**config.mk**
```make
export PLATFORM = sky130hd
export DESIGN_NAME = instr_encoder_loader
export DESIGN_NICKNAME = d
export VERILOG_FILES = /design/src/rtl/instr_encoder_loader.sv
export SDC_FILE = /design/constraint.sdc
export NUM_CORES = 1
export LEC_CHECK = 0
export CORE_UTILIZATION = 40
export DETAILED_ROUTE_END_ITERATION = 6
export HOLD_SLACK_MARGIN = 0.03
export RECOVER_POWER = 25
export SYNTH_ARGS = -nofsm -noshare
export SYNTH_HDL_FRONTEND = slang
export SYNTH_SLANG_ARGS = --single-unit
```
**constraint.sdc**
```tcl
create_clock -name clk -period 5 [get_ports clk]
set_input_delay 1 -clock clk [delete_from_list [all_inputs] [get_ports clk]]
set_output_delay 1 -clock clk [all_outputs]
set_load 0.05 [all_outputs]
```
**src/rtl/instr_encoder_loader.sv**
```systemverilog
// Packs MIPS field tuples into 32-bit words, queues them in a small FIFO and
// streams them sequentially into instruction memory over a req/ack write port.
module instr_encoder_loader #(
  parameter int          ADDR_W    = 32,
  parameter int unsigned BASE_ADDR = 0,
  parameter int          DEPTH     = 4,
  parameter int          MAX_WORDS = 256,
  localparam int         CNT_W     = $clog2(MAX_WORDS + 1)
) (
  input  logic              clk,
  input  logic              rst_n,
  input  logic              i_start,
  input  logic              i_in_valid,
  output logic              o_in_ready,
  input  logic [1:0]        i_format,
  input  logic [5:0]        i_op,
  input  logic [4:0]        i_rs,
  input  logic [4:0]        i_rt,
  input  logic [4:0]        i_rd,
  input  logic [4:0]        i_shamt,
  input  logic [5:0]        i_funct,
  input  logic [15:0]       i_imm,
  input  logic [25:0]       i_target,
  input  logic [31:0]       i_raw,
  output logic              o_mem_wr,
  output logic [ADDR_W-1:0] o_mem_addr,
  output logic [31:0]       o_mem_data,
  input  logic              i_mem_ack,
  output logic [CNT_W-1:0]  o_count,
  output logic              o_busy,
  output logic              o_done
);

  localparam int PTR_W = $clog2(DEPTH);
  localparam int OCC_W = PTR_W + 1;

  typedef enum logic [1:0] {
    ST_IDLE = 2'd0,
    ST_RUN  = 2'd1,
    ST_DONE = 2'd2
  } state_t;

  state_t             r_state;
  state_t             w_state_nxt;
  logic [31:0]        r_mem [DEPTH];
  logic [PTR_W-1:0]   r_wptr;
  logic [PTR_W-1:0]   r_rptr;
  logic [OCC_W-1:0]   r_occ;
  logic [CNT_W-1:0]   r_count;
  logic [ADDR_W-1:0]  r_addr;
  logic [31:0]        w_word;
  logic [31:0]        w_pending;
  logic               w_ready;
  logic               w_mem_wr;
  logic               w_push;
  logic               w_pop;
  logic               w_last;

  // Field packing; fields not used by the selected format are ignored.
  always_comb begin
    w_word = 32'h0000_0000;
    case (i_format)
      2'b00:   w_word = {i_op, i_rs, i_rt, i_rd, i_shamt, i_funct};
      2'b01:   w_word = {i_op, i_rs, i_rt, i_imm};
      2'b10:   w_word = {i_op, i_target};
      default: w_word = i_raw;
    endcase
  end

  // Words queued but not yet committed count against the session limit.
  assign w_pending = 32'(r_count) + 32'(r_occ);
  assign w_ready   = (r_state == ST_RUN) && (r_occ != OCC_W'(DEPTH)) &&
                     (w_pending < 32'(MAX_WORDS));
  assign w_mem_wr  = (r_state == ST_RUN) && (r_occ != OCC_W'(0));
  assign w_push    = i_in_valid && w_ready && !i_start;
  assign w_pop     = w_mem_wr && i_mem_ack && !i_start;
  assign w_last    = (r_count == CNT_W'(MAX_WORDS - 1));

  // Session state register.
  always_ff @(posedge clk or negedge rst_n) begin
    if (!rst_n) begin
      r_state <= ST_IDLE;
    end else begin
      r_state <= w_state_nxt;
    end
  end

  // Next-state logic; Start restarts a session from any state.
  always_comb begin
    w_state_nxt = r_state;
    if (i_start) begin
      w_state_nxt = ST_RUN;
    end else begin
      case (r_state)
        ST_RUN: begin
          if (w_pop && w_last) begin
            w_state_nxt = ST_DONE;
          end else begin
            w_state_nxt = ST_RUN;
          end
        end
        ST_DONE: w_state_nxt = ST_DONE;
        default: w_state_nxt = ST_IDLE;
      endcase
    end
  end

  // Encoded-word FIFO; Start flushes it and drops any pending write.
  always_ff @(posedge clk or negedge rst_n) begin
    if (!rst_n) begin
      for (int i = 0; i < DEPTH; i++) begin
        r_mem[i] <= 32'h0000_0000;
      end
      r_wptr <= '0;
      r_rptr <= '0;
      r_occ  <= '0;
    end else if (i_start) begin
      r_wptr <= '0;
      r_rptr <= '0;
      r_occ  <= '0;
    end else begin
      if (w_push) begin
        r_mem[r_wptr] <= w_word;
        r_wptr        <= r_wptr + PTR_W'(1);
      end
      if (w_pop) begin
        r_rptr <= r_rptr + PTR_W'(1);
      end
      if (w_push && !w_pop) begin
        r_occ <= r_occ + OCC_W'(1);
      end else if (w_pop && !w_push) begin
        r_occ <= r_occ - OCC_W'(1);
      end else begin
        r_occ <= r_occ;
      end
    end
  end

  // Commit counter and write address.
  always_ff @(posedge clk or negedge rst_n) begin
    if (!rst_n) begin
      r_count <= '0;
      r_addr  <= ADDR_W'(BASE_ADDR);
    end else if (i_start) begin
      r_count <= '0;
      r_addr  <= ADDR_W'(BASE_ADDR);
    end else if (w_pop) begin
      r_count <= r_count + CNT_W'(1);
      r_addr  <= r_addr + ADDR_W'(4);
    end else begin
      r_count <= r_count;
      r_addr  <= r_addr;
    end
  end

  assign o_in_ready = w_ready;
  assign o_mem_wr   = w_mem_wr;
  assign o_mem_addr = r_addr;
  assign o_mem_data = r_mem[r_rptr];
  assign o_count    = r_count;
  assign o_busy     = (r_state == ST_RUN);
  assign o_done     = (r_state == ST_DONE);

endmodule

```
=== Word-level counts from Yosys, hierarchy flattened ===
Cells that the tools add are included.

* Output and inout bits: 77
* RAM bits: 0
* Word-level logic and storage cells: 71
* Input bits: 113
* Latch bits: 0
* Memories kept: 0
* Memory bits (read-only): 0
* Flip-flop bits (word level): 178

* Equality and inequality tests: 6
* Shift-type cells: 0
* Muxes and demuxes: 21
* Multipliers: 0
* Magnitude comparators: 4
* Add/sub/neg operators: 7
* Reductions and logical operators: 20
* Bitwise gates (word level): 3
* Div/mod/pow operators: 0

{| class="wikitable"
|+ Operator list
! cell !! count
|-
| $mux W32 || 5
|-
| $bwmux W128 || 1
|-
| $pmux W32 S3 || 1
|-
| $bmux W32 S2 || 1
|-
| $demux W32 S2 || 1
|-
| $add A32 B3 Y32 const B || 1
|-
| $mux W9 || 2
|-
| $mux W2 || 6
|-
| $logic_and A1 B1 Y1 || 11
|-
| $add A9 B3 Y10 || 1
|-
| $lt A10 B9 Y1 const B || 1
|-
| $add A9 B1 Y9 const B || 1
|-
| $eq A9 B8 Y1 const B || 1
|-
| $mux W3 || 3
|-
| $ge A3 B3 Y1 const B || 2
|-
| $not A2 Y3 || 2
|-
| $reduce_bool A3 Y1 || 2
|-
| $add A2 B1 Y2 const B || 2
|-
| $eq A2 B1 Y1 const B || 2
|-
| $eq A2 B2 Y1 const B || 2
|-
| $pmux W2 S2 || 1
|-
| $reduce_bool A2 Y1 || 2
|-
| $add A3 B1 Y3 const B || 1
|-
| $logic_not A1 Y1 || 3
|-
| other kinds (6) || 6
|}

=== Depth between registers and ports, before layout ===
Gate-level depths: netlist (run 1).

* Word-level depth: 10
* Mapped depth: 10
* Mapped depth without buffers: 9

=== Worst setup path before layout (run 1) ===
No wires, ideal clock.

* Path type: register to output
* Start: register r_count[2] (netlist: o_count[2])
* End: output port o_in_ready
* Data required time: 4.000 ns
* Slack: 1.826 ns
* Arrival: 2.174 ns
* Buffers on the path: 1
* Stages on the path, launching flop included: 6
* Cell sequence: dfrtp_1 > ha_1 > a21oi_1 > a211oi_2 > buf_6 > nor2_1

* Word-level cells in the longest chain between the ends: 3

{| class="wikitable"
|+ RTL lines
! item !! line !! text
|-
| from (decl) || 49 || <nowiki>logic [CNT_W-1:0] r_count;</nowiki>
|-
| from (signal assigned) || 148 || <nowiki>r_count <= r_count + CNT_W'(1);</nowiki>
|-
| from (signal assigned) || 151 || <nowiki>r_count <= r_count;</nowiki>
|-
| $add A9 B3 Y10 || 71 || <nowiki>assign w_pending = 32'(r_count) + 32'(r_occ);</nowiki>
|-
| $lt A10 B9 Y1 || 73 || <nowiki>(w_pending < 32'(MAX_WORDS));</nowiki>
|-
| $logic_and A1 B1 Y1 || 72 || <nowiki>assign w_ready = (r_state == ST_RUN) && (r_occ != OCC_W'(DEPTH)) &&</nowiki>
|-
| to (decl) || 14 || <nowiki>output logic o_in_ready,</nowiki>
|}

No other way between the ends.

=== Worst setup path in the final report (run 1) ===
* Start: register r_occ[2]
* End: output port o_in_ready

* Word-level cells in the longest chain between the ends: 3
* Elaborated cells between the ends (all ways): 5
* Classes of those cells: add/sub (1); order compare (1); eq/ne (1); reduce/logical (2)

{| class="wikitable"
|+ RTL lines
! item !! line !! text
|-
| from (decl) || 48 || <nowiki>logic [OCC_W-1:0] r_occ;</nowiki>
|-
| from (signal assigned) || 130 || <nowiki>r_occ <= r_occ + OCC_W'(1);</nowiki>
|-
| from (signal assigned) || 132 || <nowiki>r_occ <= r_occ - OCC_W'(1);</nowiki>
|-
| from (signal assigned) || 134 || <nowiki>r_occ <= r_occ;</nowiki>
|-
| $add A9 B3 Y10 / $ne A3 B3 Y1 (equally long branches) || 71, 72 ||
|-
| $lt A10 B9 Y1 / $logic_and A1 B1 Y1 (equally long branches) || 73, 72 ||
|-
| $logic_and A1 B1 Y1 * || 72 ||
|}

Mark *: on every way between the ends. The rest lies on a longest branch, timed or not.

==> flow_metrics.env, run 1 <==
export IMPL_outcome="finished with violations"
export IMPL_violations="max-capacitance violations, max-slew violations"
export IMPL_ys_types=48
export IMPL_grt_pass1_vias=6745
export IMPL_hpwlAfterDp_um=14500
export IMPL_synth_largest_area_cell="dfrtp_1"
export IMPL_place_congestion=0.813
export IMPL_internal_power_w=0.00388
export IMPL_clockBufferDepth=2
export IMPL_postRouteAntennaNets=0
export IMPL_synthFlopType="dfrtp_1"
export IMPL_finalHoldViolCount=0
export IMPL_drive_above_1_share_pct=28.1
export IMPL_worstSetupStartpointType="flop"
export IMPL_fin_nets=968
export IMPL_slew_headroom_pct=-61.2
export IMPL_synthTopCellsByArea="dfrtp_1 48%, mux2_2 14%, mux4_2 12%, mux2_4 4.1%, a21oi_1 1.8%"
export IMPL_setup_viol=0
export IMPL_max_cap_violations=1
export IMPL_postCtsSetupBuffers=0
export IMPL_diodes=0
export IMPL_die_height_um=153
export IMPL_dp_cells=1109
export IMPL_firstDrtPassIters=4
export IMPL_htree_levels=4
export IMPL_drt_wl_total_um=21600
export IMPL_power_frac_clock_pct=19.9
export IMPL_coreArea_mm2=0.0226
export IMPL_synth_avg_cell_area_um2=13.6
export IMPL_grt_usage_pct=19.2
export IMPL_arrival_ps=3180
export IMPL_grt_pass1_wl_um=35700
export IMPL_cts_buffers=17
export IMPL_seq_area_frac_synth_pct=48.1
export IMPL_hp_class="reg2reg"
export IMPL_cts_repair_resized=0
export IMPL_synth_top_area_share_pct=48.1
export IMPL_cts_hold_fix_buffers=0
export IMPL_synthCells=673
export IMPL_p_switching_w=0.00235
export IMPL_maxSlewViolCount=177
export IMPL_final_cells=1140
export IMPL_clockRootBuffer="clkbuf_16"
export IMPL_num_vias=6273
export IMPL_combPwrFrac_pct=44.7
export IMPL_rsz0062_at_grt="no"
export IMPL_cts_tree="yes"
export IMPL_async_flop_share_pct=100
export IMPL_max_freq_ghz=0.239
export IMPL_antenna_found_initial=0
export IMPL_yosysWarningCount=0
export IMPL_synth_seq_cells=176
export IMPL_swShare_pct=37.7
export IMPL_dieWidth_um=153
export IMPL_overflow=0
export IMPL_fin_crit_sh_pct=83.6
export IMPL_pwr_share_seq_pct=35.4
export IMPL_ioPinCount=190
export IMPL_path_class="reg2out"
export IMPL_port_buffers=187
export IMPL_synth_edf_count=0
export IMPL_power_density_mw_per_mm2=531
export IMPL_clock_sinks=176
export IMPL_required_ps=4000
export IMPL_netlist_area_mm2=0.00916
export IMPL_start_util_pct=40.6
export IMPL_synth_most_common_cell="dfrtp_1"
export IMPL_synthTopCellsByCount="176 x dfrtp_1, 112 x mux2_2, 48 x mux4_2, 35 x nor2_1, 33 x a21oi_1"
export IMPL_timing_final_ws_setup_ps=822
export IMPL_min_period_ps=4180
export IMPL_crit_path_end_kind="primary output"
export IMPL_worst_pin_slew_ps=2420
export IMPL_clk_latency_ps=420
export IMPL_totalNegativeSetupSlack_ps=0
export IMPL_wire_per_inst_um=18.9
export IMPL_place_ws_ps=1270
export IMPL_dieArea_mm2=0.0235
export IMPL_syn2layout_area_growth_pct=28.0
export IMPL_grt_max_degree=177
export IMPL_skew_ps=12.4
export IMPL_p_leak_nw=4.77
export IMPL_clk_pin_slew_ps=60
export IMPL_ir_worst_vdd_mv=0.203
export IMPL_drc_errors=0
export IMPL_cp_max_fo=11
export IMPL_std_cell_rows=55
export IMPL_vias_per_cell=5.50
export IMPL_drtIter0Drc=397
-- cells in the final DEF (no fill, tap or decap), types with 4 or more instances in the layout --
| cell | Yosys | layout |
|---|---|---|
| or4_1 | 13 | 13 |
| o21ai_0 | 9 | 9 |
| nor4_1 | 4 | 4 |
| mux2_4 | 25 | 25 |
| and4_1 | 4 | 4 |
| nor2_1 | 35 | 35 |
| dfrtp_1 | 176 | 174 |
| a21oi_1 | 33 | 33 |
| mux2i_1 | 10 | 10 |
| o31ai_1 | 11 | 11 |
| nor3_4 | 4 | 4 |
| clkdlybuf4s50_1 | 0 | 184 |
| nor2b_1 | 5 | 5 |
| nand3_1 | 13 | 13 |
| mux2_2 | 112 | 112 |
| or3_1 | 7 | 7 |
| nand2_1 | 25 | 25 |
| and3_1 | 5 | 5 |
| xnor2_1 | 6 | 6 |
| nor3_1 | 8 | 8 |
| nand4_1 | 13 | 13 |
| ha_1 | 11 | 11 |
| inv_1 | 9 | 9 |
| clkbuf_16 | 0 | 17 |
| buf_4 | 8 | 6 |
| mux4_2 | 48 | 48 |
| xor2_1 | 12 | 12 |
-- layout make-up --
type                    count  area (um2)
fillers                  1916       10800
multi-input cells         442        4410
flip-flops and latches    176        4410
repair buffers            197        1970
clock buffers              19         433
well taps                 285         357
clock inverters            12         111
inverters                   9        33.8
-- routing by layer --
| metal | GRT usage, % | vias up | share of wire (%) |
|---|---|---|---|
| li1 | - | 2854 | - |
| met1 | 25.4 | 3235 | 45 |
| met2 | 32.3 | 171 | 49 |
| met3 | 4.25 | 13 | 4.7 |
| met4 | 3.94 | 0 | 0.67 |
| met5 | 0 | - | 0 |
-- kinds of logic after synthesis --
group,after synthesis,share of synthesized area [%]
AO/OA/AOI/OAI,67,4.51
XOR/XNOR,18,1.72
adder cells (fa/ha/maj),12,1.72
buffers and inverters,56,3.81
flip-flops,176,48.1
multiplexers,195,30.8
other,1,0.0409
AND/OR/NAND/NOR,148,9.36
-- through the flow --
stage	power [W]	area (um2)	utilization, %	hold WS [ps]
after floorplan	0.00417	9160	-	475
after global placement	0.00495	11200	49.6	483
after detailed placement	0.00505	11200	49.6	491
after CTS	0.00630	11700	52.0	504
after global routing	0.00655	11700	52.0	517
final	0.00623	11700	52.0	503
-- worst paths after layout --
| path | from | end | slack, ps | cells after the start |
|---|---|---|---|---|
| hold reg to reg | r_mem[53] | r_mem[53] | 500 | 1 |
| max in group asynchronous | rst_n | r_rptr[0] | 1770 | 2 |
| hold / removal | r_mem[53] | r_mem[53] | 500 | 1 |
| setup / recovery | r_occ[2] | o_in_ready | 820 | 5 |
| setup reg to reg | r_state[1] | r_occ[2] | 1930 | 8 |
| min in group asynchronous | rst_n | r_mem[68] | 1470 | 2 |
-- critical path, cell delays in order, from the launching register on --
cell	delay [ps]
dfrtp_1	460
ha_1	350
a21oi_1	100
a211oi_2	960
nor2_1	130
clkdlybuf4s50_1	750
-- sequential cells by signal (all words and copies together), names as in the netlist --
signal and cells:
o_count 9, o_mem_addr 30, r_mem 128, r_occ 3, r_rptr 2, r_state 2
r_wptr 2
-- power groups by stage --
stage | registers (W) | logic [W] | clock network [W]
floorplan | 0.00213 | 0.00205 | 0
global placement | 0.00218 | 0.00276 | 0
detailed placement | 0.00223 | 0.00282 | 0
CTS | 0.00220 | 0.00283 | 0.00127
global route | 0.00227 | 0.00294 | 0.00134
finish | 0.00220 | 0.00279 | 0.00124
Power figures use the tool's default switching activity.
==> inputs of run 2 (changes only) <==
==> constraint.sdc (replaced) <==
create_clock -name clk -period 4.35 [get_ports clk]
set_input_delay 0.87 -clock clk [delete_from_list [all_inputs] [get_ports clk]]
set_output_delay 0.87 -clock clk [all_outputs]
set_load 0.05 [all_outputs]
==> flow_metrics.env, run 2 (synthesis results as in run 1) <==
export IMPL_outcome="completed"
export IMPL_die_height_um=153
export IMPL_power_density_mw_per_mm2=623
export IMPL_path_cells="buf_4, mux4_2, clkdlybuf4s50_1"
export IMPL_final_cells=1144
export IMPL_required_ps=3480
export IMPL_max_cap_violations=0
export IMPL_place_congestion=0.761
export IMPL_finalHoldViolCount=0
export IMPL_arrival_ps=2830
export IMPL_ioPinCount=190
export IMPL_rsz0062_at_grt="no"
export IMPL_postCtsSetupBuffers=0
export IMPL_post_dp_cell_area_mm2=0.0112
export IMPL_clockRootBuffer="clkbuf_16"
export IMPL_ir_worst_vdd_mv=0.345
export IMPL_cts_buffers=17
export IMPL_slowest_delay_ps=800
export IMPL_overflow=0
export IMPL_antenna_found_initial=0
export IMPL_grt_pass1_vias=6712
export IMPL_start_util_pct=40.6
export IMPL_path_class="reg2out"
export IMPL_fin_area_mm2=0.0118
export IMPL_skew_ps=10.6
export IMPL_maxSlewViolCount=0
export IMPL_slew_headroom_pct=37.9
export IMPL_cts_tree="yes"
export IMPL_drc_errors=0
export IMPL_clk_pin_slew_ps=70
export IMPL_setup_viol=0
export IMPL_std_cell_rows=55
export IMPL_wire_per_inst_um=19.0
export IMPL_largest_reg_flops=128
export IMPL_firstDrtPassIters=7
export IMPL_grt_pass1_wl_um=35900
export IMPL_worstSetupStartpointType="flop"
export IMPL_cts_repair_resized=0
export IMPL_max_freq_ghz=0.270
export IMPL_htree_levels=4
export IMPL_hpwlAfterDp_um=14700
export IMPL_port_buffers=187
export IMPL_drt_wl_total_um=21800
export IMPL_regMostFlops="r_mem"
export IMPL_clock_sinks=176
export IMPL_grt_usage_pct=19.4
export IMPL_power_total_w=0.00736
export IMPL_syn2layout_area_growth_pct=29.1
export IMPL_fin_crit_sh_pct=85.1
export IMPL_grt_max_degree=118
export IMPL_cts_hold_fix_buffers=0
export IMPL_crit_path_end_kind="primary output"
export IMPL_fin_nets=972
export IMPL_p_leak_nw=4.83
export IMPL_diodes=0
export IMPL_coreArea_mm2=0.0226
export IMPL_cpMaxStageDelayCell="dfrtp_2"
export IMPL_dp_cells=1113
export IMPL_dieArea_mm2=0.0235
export IMPL_postRouteAntennaNets=0
export IMPL_cp_max_fo=19
export IMPL_vias_per_cell=5.48
export IMPL_final_util_pct=52.4
export IMPL_hp_class="in2async"
export IMPL_totalNegativeSetupSlack_ps=0
export IMPL_layout_common_cells="184 x clkdlybuf4s50_1, 174 x dfrtp_1, 112 x mux2_2"
export IMPL_drive_above_1_share_pct=28.6
export IMPL_min_period_ps=3700
export IMPL_num_vias=6273
export IMPL_clockBufferDepth=2
export IMPL_drtIter0Drc=323
export IMPL_clk_latency_ps=420
export IMPL_dieWidth_um=153
export IMPL_worst_pin_slew_ps=931
export IMPL_final_common_cell="clkdlybuf4s50_1"
[run 2: cell types whose count changed in the layout (fill, tap and decap cells not counted), sizes merged]
cell           previous run  this run
buf                      11        17
clkinv                    6         0
bufinv                    1         4
inv                      11        13
clkdlybuf4s25             1         0
[run 2: per-layer routing]
layer / global-route usage (%) / part of all wire (%) / vias to the layer above
met5: 0 / 0 / -
met3: 4.31 / 5.1 / 11
met4: 4.09 / 0.80 / 0
met2: 33.1 / 50 / 171
li1: - / - / 2859
met1: 25.2 / 44 / 3232
[run 2: critical path: cells and delay by family (launching register included)]
family	cells	cell delay, ps
buf+inv	2	1080
flops	1	800
mux	1	530
[run 2: power by group]
group / switching [W] / internal (W) / leakage, nW
registers: 0.000373 / 0.00218 / 2.28
clock network: 0.000641 / 0.000998 / 0.300
logic: 0.00168 / 0.00149 / 2.25
[run 2: cell type report]
cell class / instances / area [um2]
tap: 285 / 357
inverter: 9 / 33.8
fill: 1900 / 10700
clock inverter: 11 / 178
timing repair buffer: 201 / 1980
clock buffer: 20 / 457
multi-input combinational: 442 / 4410
sequential: 176 / 4410
[run 2: final timing paths]
kind                                 start             end  slack, ps  cells after the start
worst min register to register   r_mem[53]       r_mem[53]        500                      1
worst max-delay path             r_rptr[0]  o_mem_data[14]        650                      3
worst min-delay path                 rst_n       r_mem[68]        420                      1
min in group clk                 r_mem[53]       r_mem[53]        500                      1
worst max register to register  r_state[1]        r_occ[2]       1380                      8
max in group asynchronous            rst_n       r_rptr[1]       2840                      2
[run 2: metrics by stage]
stage | hold slack, ps | setup slack [ps]
after CTS | 428 | 549
after global placement | 483 | 961
final | 418 | 649
after detailed placement | 491 | 913
after global routing | 441 | 462
after floorplan | 475 | 1300
